### config.mk
export PLATFORM = sky130hd
export DESIGN_NAME = project_2
export DESIGN_NICKNAME = d
export VERILOG_FILES = /design/src/rtl/project_2.sv
export SDC_FILE = /design/constraint.sdc
export NUM_CORES = 2
export LEC_CHECK = 0
export BUFFER_PORTS_ARGS = -buffer_cell sky130_fd_sc_hd__buf_2
export CAP_MARGIN = 20
export CORE_AREA = 2 2 527 529
export DETAILED_ROUTE_END_ITERATION = 10
export DIE_AREA = 0 0 529 531
export SYNTH_ARGS = -nofsm -noshare
export SYNTH_HDL_FRONTEND = slang
export SYNTH_SLANG_ARGS = --single-unit
### constraint.sdc
create_clock -name clk -period 5.21 [get_ports clk]
set_input_delay 0.521 -clock clk [delete_from_list [all_inputs] [get_ports clk]]
set_output_delay 0.521 -clock clk [all_outputs]
set_load 0.02 [all_outputs]
### src/rtl/project_2.sv
// SPI slave with an internal MEM_DEPTH x 8 single-port RAM.
// Frames are a routing bit followed by a 10-bit command word; read data is returned on MISO.
module project_2 #(
    parameter int unsigned MEM_DEPTH = 256,
    parameter int unsigned ADDR_SIZE = 8
) (
    input  logic clk,
    input  logic rst_n,
    input  logic SS_n,
    input  logic MOSI,
    output logic MISO
);

    localparam logic [2:0] IDLE      = 3'd0;
    localparam logic [2:0] CHK_CMD   = 3'd1;
    localparam logic [2:0] WRITE     = 3'd2;
    localparam logic [2:0] READ_ADD  = 3'd3;
    localparam logic [2:0] READ_DATA = 3'd4;

    localparam int unsigned FRAME_BITS = 10;
    localparam int unsigned CNT_W      = 4;
    localparam int unsigned TXC_W      = 3;

    logic [2:0]       state_q, state_d;
    logic [CNT_W-1:0] bit_cnt_q, bit_cnt_d;
    logic [9:0]       rx_data_q, rx_data_d;
    logic             rx_valid_q, rx_valid_d;
    logic             rd_addr_flag_q, rd_addr_flag_d;
    logic             tx_busy_q, tx_busy_d;
    logic [TXC_W-1:0] tx_cnt_q, tx_cnt_d;
    logic [7:0]       tx_shift_q, tx_shift_d;
    logic             miso_q, miso_d;

    logic [ADDR_SIZE-1:0] wr_addr_q;
    logic [ADDR_SIZE-1:0] rd_addr_q;
    logic [7:0]           tx_data_q;
    logic                 tx_valid_q;
    logic [7:0]           mem [MEM_DEPTH];

    // Next-state and datapath for the serial side; SS_n high always aborts to IDLE.
    always_comb begin
        state_d        = state_q;
        bit_cnt_d      = bit_cnt_q;
        rx_data_d      = rx_data_q;
        rx_valid_d     = 1'b0;
        rd_addr_flag_d = rd_addr_flag_q;
        tx_busy_d      = tx_busy_q;
        tx_cnt_d       = tx_cnt_q;
        tx_shift_d     = tx_shift_q;
        miso_d         = 1'b0;

        if (SS_n) begin
            state_d   = IDLE;
            bit_cnt_d = '0;
            tx_busy_d = 1'b0;
            tx_cnt_d  = '0;
        end else begin
            case (state_q)
                IDLE: state_d = CHK_CMD;
                CHK_CMD: begin
                    bit_cnt_d = '0;
                    if (!MOSI)               state_d = WRITE;
                    else if (rd_addr_flag_q) state_d = READ_DATA;
                    else                     state_d = READ_ADD;
                end
                WRITE, READ_ADD: begin
                    rx_data_d = {rx_data_q[8:0], MOSI};
                    if (bit_cnt_q == CNT_W'(FRAME_BITS - 1)) begin
                        bit_cnt_d  = '0;
                        rx_valid_d = 1'b1;
                        state_d    = CHK_CMD;
                        if (state_q == READ_ADD) rd_addr_flag_d = 1'b1;
                    end else begin
                        bit_cnt_d = bit_cnt_q + CNT_W'(1);
                    end
                end
                READ_DATA: begin
                    if (bit_cnt_q < CNT_W'(FRAME_BITS)) begin
                        rx_data_d = {rx_data_q[8:0], MOSI};
                        bit_cnt_d = bit_cnt_q + CNT_W'(1);
                        if (bit_cnt_q == CNT_W'(FRAME_BITS - 1)) rx_valid_d = 1'b1;
                    end else if (tx_busy_q) begin
                        miso_d     = tx_shift_q[7];
                        tx_shift_d = {tx_shift_q[6:0], 1'b0};
                        tx_cnt_d   = tx_cnt_q + TXC_W'(1);
                        if (tx_cnt_q == TXC_W'(7)) begin
                            tx_busy_d      = 1'b0;
                            tx_cnt_d       = '0;
                            bit_cnt_d      = '0;
                            rd_addr_flag_d = 1'b0;
                            state_d        = CHK_CMD;
                        end
                    end else if (tx_valid_q) begin
                        // Bit 7 goes out now; the remaining seven follow from the shifter.
                        miso_d     = tx_data_q[7];
                        tx_shift_d = {tx_data_q[6:0], 1'b0};
                        tx_busy_d  = 1'b1;
                        tx_cnt_d   = TXC_W'(1);
                    end
                end
                default: state_d = IDLE;
            endcase
        end
    end

    always_ff @(posedge clk) begin
        if (rst_n) begin
            state_q        <= IDLE;
            bit_cnt_q      <= '0;
            rx_data_q      <= '0;
            rx_valid_q     <= 1'b0;
            rd_addr_flag_q <= 1'b0;
            tx_busy_q      <= 1'b0;
            tx_cnt_q       <= '0;
            tx_shift_q     <= '0;
            miso_q         <= 1'b0;
        end else begin
            state_q        <= state_d;
            bit_cnt_q      <= bit_cnt_d;
            rx_data_q      <= rx_data_d;
            rx_valid_q     <= rx_valid_d;
            rd_addr_flag_q <= rd_addr_flag_d;
            tx_busy_q      <= tx_busy_d;
            tx_cnt_q       <= tx_cnt_d;
            tx_shift_q     <= tx_shift_d;
            miso_q         <= miso_d;
        end
    end

    // RAM command decode: address latches and read launch.
    always_ff @(posedge clk) begin
        if (rst_n) begin
            wr_addr_q  <= '0;
            rd_addr_q  <= '0;
            tx_data_q  <= '0;
            tx_valid_q <= 1'b0;
        end else begin
            tx_valid_q <= 1'b0;
            if (rx_valid_q) begin
                case (rx_data_q[9:8])
                    2'b00: wr_addr_q <= ADDR_SIZE'(32'(rx_data_q[7:0]) % MEM_DEPTH);
                    2'b10: rd_addr_q <= ADDR_SIZE'(32'(rx_data_q[7:0]) % MEM_DEPTH);
                    2'b11: begin
                        tx_data_q  <= mem[rd_addr_q];
                        tx_valid_q <= 1'b1;
                    end
                    default: ;
                endcase
            end
        end
    end

    // Storage array is not reset.
    always_ff @(posedge clk) begin
        if (!rst_n && rx_valid_q && rx_data_q[9:8] == 2'b01) begin
            mem[wr_addr_q] <= rx_data_q[7:0];
        end
    end

    assign MISO = miso_q;

endmodule

* After elaboration in Yosys (flattened, before gate mapping) *
Memory sizes are Yosys's and may differ from the RTL's. A register that Yosys moved wholly into a read port is not among the register bits.
Cells that the tools add are included.

word-level totals
  flip-flop bits (word level) = 49
  bits in writable memories = 2,048
  input bits = 4
  output and inout port bits = 1
  word-level logic and storage cells = 95
  memories = 1

operators by class
  add/sub/neg operators = 2
  order comparisons = 1
  equality and inequality tests = 17
  muxes and demuxes = 36
  bitwise gates (word level) = 4
  reductions and logical operators = 22

memory list
  memory  words  width  read ports  clocked after memory_dff  write ports  RTL line  text
  mem     256    8      1           1                         1            38        logic [7:0] mem [MEM_DEPTH];

operators by type and width
  kind                                                                   count
  3-bit 2-to-1 mux                                                       9
  10-bit one-hot mux with 2 select lines                                 1
  4-bit 2-to-1 mux                                                       4
  8-bit 2-to-1 mux                                                       2
  1-bit 2-to-1 mux                                                       15
  2-bit inequality test, second input constant                           6
  3-bit one-hot mux with 4 select lines                                  1
  4-bit one-hot mux with 3 select lines                                  1
  10-bit 2-to-1 mux                                                      1
  3-bit AND reduction                                                    3
  2-bit AND reduction                                                    4
  4-bit AND reduction                                                    2
  7-bit AND reduction                                                    1
  3-bit by 2-bit equality test with 1-bit output, second input constant  2
  3-bit equality test, second input constant                             2
  3-bit inequality test, second input constant                           2
  2-bit OR reduction                                                     3
  4-bit by 1-bit adder with 4-bit output, second input constant          1
  2-bit equality test, second input constant                             2
  4-bit equality test, second input constant                             1
  4-bit < comparator, second input constant                              1
  1-bit inverter                                                         4
  1-bit one-hot mux with 2 select lines                                  2
  2-bit nonzero test                                                     2
  9 further kinds                                                        10

* Depth between registers and ports, before layout *
  depth in word-level cells = 5
  gate-level depth with buffers = 13
  depth with buffers taken out = 9

* Worst setup path before layout *
No wires, ideal clock.

  path type = register to register
  from = reg rx_data_q[0]
  to = mem mem[0][0] (data pin)
  data arrival time = 3.442 ns
  data required time = 4.345 ns
  slack = 0.903 ns
  cell stages (with the launch flop) = 1
  clock period less this slack = 4.307 ns
  cells stage by stage = dfxtp_1

RTL lines
  element                   RTL line  text
  start: declaration        26        logic [9:0] rx_data_q, rx_data_d;
  start signal: assignment  120       rx_data_q <= rx_data_d;
  end: declaration          38

Straight into the memory's write port.

==> results_dict.tcl <==
set metrics [dict create \
    status "complete, no violations" \
    cts_buffer_depth 3 \
    area_delta_synth_final_pct 12.77 \
    synth_cell_types 59 \
    io_buffers 4 \
    grt_pass1_wl_mm 296.0 \
    die_width_microns 529 \
    finalSetupTns_ns 0 \
    syn_avg_cell_area_sq_um 20.36 \
    slowest_stage "dfxtp_4" \
    drive_gt1_share_pct 18.56 \
    fillers 25720 \
    cts_made_buffers 203 \
    synthArstFlopShare_pct 0 \
    synth-seq-cells 2104 \
    final_nets 4110 \
    postCtsResizedCells 0 \
    timing.rr.end "tx_data_q[7]" \
    dp_hpwl_mm 125.1 \
    synth-main-ff-cell "edfxtp_1" \
    reg2reg_slack_ns 1.46 \
    layout_commonest_cell "edfxtp_1" \
    cp_data_required_time_ns 5.95 \
    place_area_sq_mm 0.08631 \
    maxCapViolations 0 \
    clk_pin_slew_ns 0.06 \
    tightest_slew_ns 1.211 \
    grt-ovfl-total 0 \
    leakagePower_nw 27.22 \
    postLayoutCoreUtil_pct 33.67 \
    drc_errors 0 \
    synth_area_sq_mm 0.08220 \
    row_count 193 \
    crit_type "flip-flop to flip-flop" \
    fin_crit_sh_pct 72.00 \
    place_inst 7502 \
    critPathLaunchType "flip-flop" \
    reg2regPathDepth 8 \
    p_per_area_mw_per_mm2 350.8 \
    critical_path.max_fanout 41 \
    final_cells 7880 \
    cts_root_buf "clkbuf_16" \
    cts_tree "built" \
    max_stage_delay_ns 0.84 \
    critical_path.endpoint_type "flip-flop" \
    clock.fmax_mhz 266.6 \
    core_area_sq_mm 0.2753 \
    ant_nets 0 \
    post_cts_buffers 0 \
    dieArea_sq_mm 0.2809 \
    vias 40420 \
    grt_use_total_pct 14.40 \
    cp.arrival_ns 4.49 \
    finalClockSkew_ns 0.03905 \
    clkLatencyLatePin_ns 0.84 \
    initial_core_util_pct 29.86 \
    critical_path.startpoint "rd_addr_q[1]" \
    crit_top_cell "buf_4" \
    finalInstanceArea_sq_mm 0.09270 \
    peakVddDrop_v 0.0002931 \
    clock_sinks 2104 \
    grt_pass1_vias 40380 \
    slew_headroom_pct 19.27 \
    dr.pass1.iters 6 \
    die_h_microns 531 \
    setup_viol 0 \
    hp-start "SS_n" \
    syn_nets 4045 \
    grt_max_degree 215 \
    io_pins 5 \
    cts_htree_levels 4 \
    rsz0062_at_grt "false" \
    synth_warnings 0 \
    final_cell_mix "2048 x edfxtp_1, 373 x mux4_2, 337 x nor2_1" \
    antenna_found_initial 5 \
    post_drt_wl_per_cell_microns 26.06 \
    syn_inst 4037 \
    hold_viol 0 \
    synth-edff-count 2048 \
    r2r_start "rd_addr_q[1]" \
    vias_per_cell 5.130 \
    crit_chain "nand2_2, buf_4, o221ai_1, o22ai_1, nor4_2, buf_4, nand3_1, o311ai_1" \
    cp-endpoint "tx_data_q[7]" \
    yosysSeqAreaShare_pct 76.18 \
    maxSlewViolCount 0 \
    timing.final.crit_period_ns 3.751 \
    drtIter0Drc 4766 \
    hp-class "primary input to flip-flop" \
    routed_wirelength_mm 205.4 \
    place.gp.congestion 0.8437 \
]
-- power by group --
group          internal [W]  leakage, nW  total (W)  switching [W]
clock network       0.00791         3.10     0.0142        0.00629
registers            0.0183         19.7     0.0183     0.00000385
logic            0.00000871         4.38  0.0000396      0.0000309
-- Yosys cell counts, types with 37 or more instances --
master	count	area, sq um
a22oi_1	45	337.8
o22ai_1	73	456.7
edfxtp_1	2048	61500
mux4_1	57	1498
a21oi_1	53	265.3
o21ai_0	45	225.2
nand2_1	83	311.6
mux2i_1	270	2703
clkbuf_1	123	461.7
mux4_2	373	8401
a211oi_1	37	277.8
o221ai_1	59	516.8
nor2_1	340	1276
nand3_1	43	215.2
dfxtp_1	56	1121
-- worst min-delay path by stage --
stage	end	slack [ns]	cells past startpoint
finish	state_q[0]	0.15	3
global route	state_q[0]	0.11	3
CTS	state_q[0]	0.1	3
detailed placement	tx_data_q[2]	0.48	2
global placement	tx_cnt_q[0]	0.47	1
floorplan	tx_data_q[2]	0.43	2
-- per-stage QoR --
stage,worst slack [ns],power [W],hold slack [ns]
2_1_floorplan,0.9030,0.01867,0.4319
3_5_place_dp,1.410,0.01868,0.4753
4_1_cts,1.403,0.03272,0.09857
5_1_grt,1.347,0.03340,0.1144
6_report,1.459,0.03252,0.1517
3_3_place_gp,0.2863,0.01868,0.4744
-- critical path: cells and delay by family (launching register included) --
family,cells,cell delay (ns)
and+or+nand+nor,3,1.04
DFF,1,0.84
buffers and inverters,2,0.68
AOI/OAI and AO/OA,3,1.06
-- per-layer routing --
metal	track usage (%)	share of wire, %	vias up
met2	23.35	48	1639
met5	0	0.0063	-
li1	-	-	16940
met1	19.60	42	21510
met3	2.817	7.4	329
met4	4.238	2.7	2
-- registers in the layout, indices dropped and copies added, names as in the netlist, 3 cells and up --
register,cells
mem,2048
rx_data_q,10
rd_addr_q,8
tx_data_q,8
wr_addr_q,8
tx_shift_q,7
bit_cnt_q,4
state_q,3
tx_cnt_q,3
-- layout make-up --
cell class / instances / area [sq um] / share of cell area (%)
sequential: 2104 / 62670 / 67.60
multi-input combinational: 1678 / 17970 / 19.39
inverter: 4 / 17.52 / 0.01890
clock buffer: 261 / 5434 / 5.862
timing repair buffer: 111 / 1157 / 1.248
tap: 3607 / 4513 / 4.868
clock inverter: 114 / 938.4 / 1.012
antenna: 1 / 2.502 / 0.002699
-- what timing repair did --
item,in CTS,in global routing
hold buffers,1,0
setup endpoints to repair,0,0
hold endpoints to repair,2,0
-- kinds of logic (layout without fill, tap and decap cells) --
family | Yosys count | after routing | share of synthesized area, %
buffers and inverters | 255 | 490 | 2.037
AOI/OAI and AO/OA | 391 | 391 | 3.292
other | 0 | 1 | 0
adders and majority gates | 4 | 4 | 0.06089
DFF | 2104 | 2104 | 76.18
muxes | 700 | 700 | 15.33
and+or+nand+nor | 583 | 583 | 3.101
(Power assumes the default switching activity.)
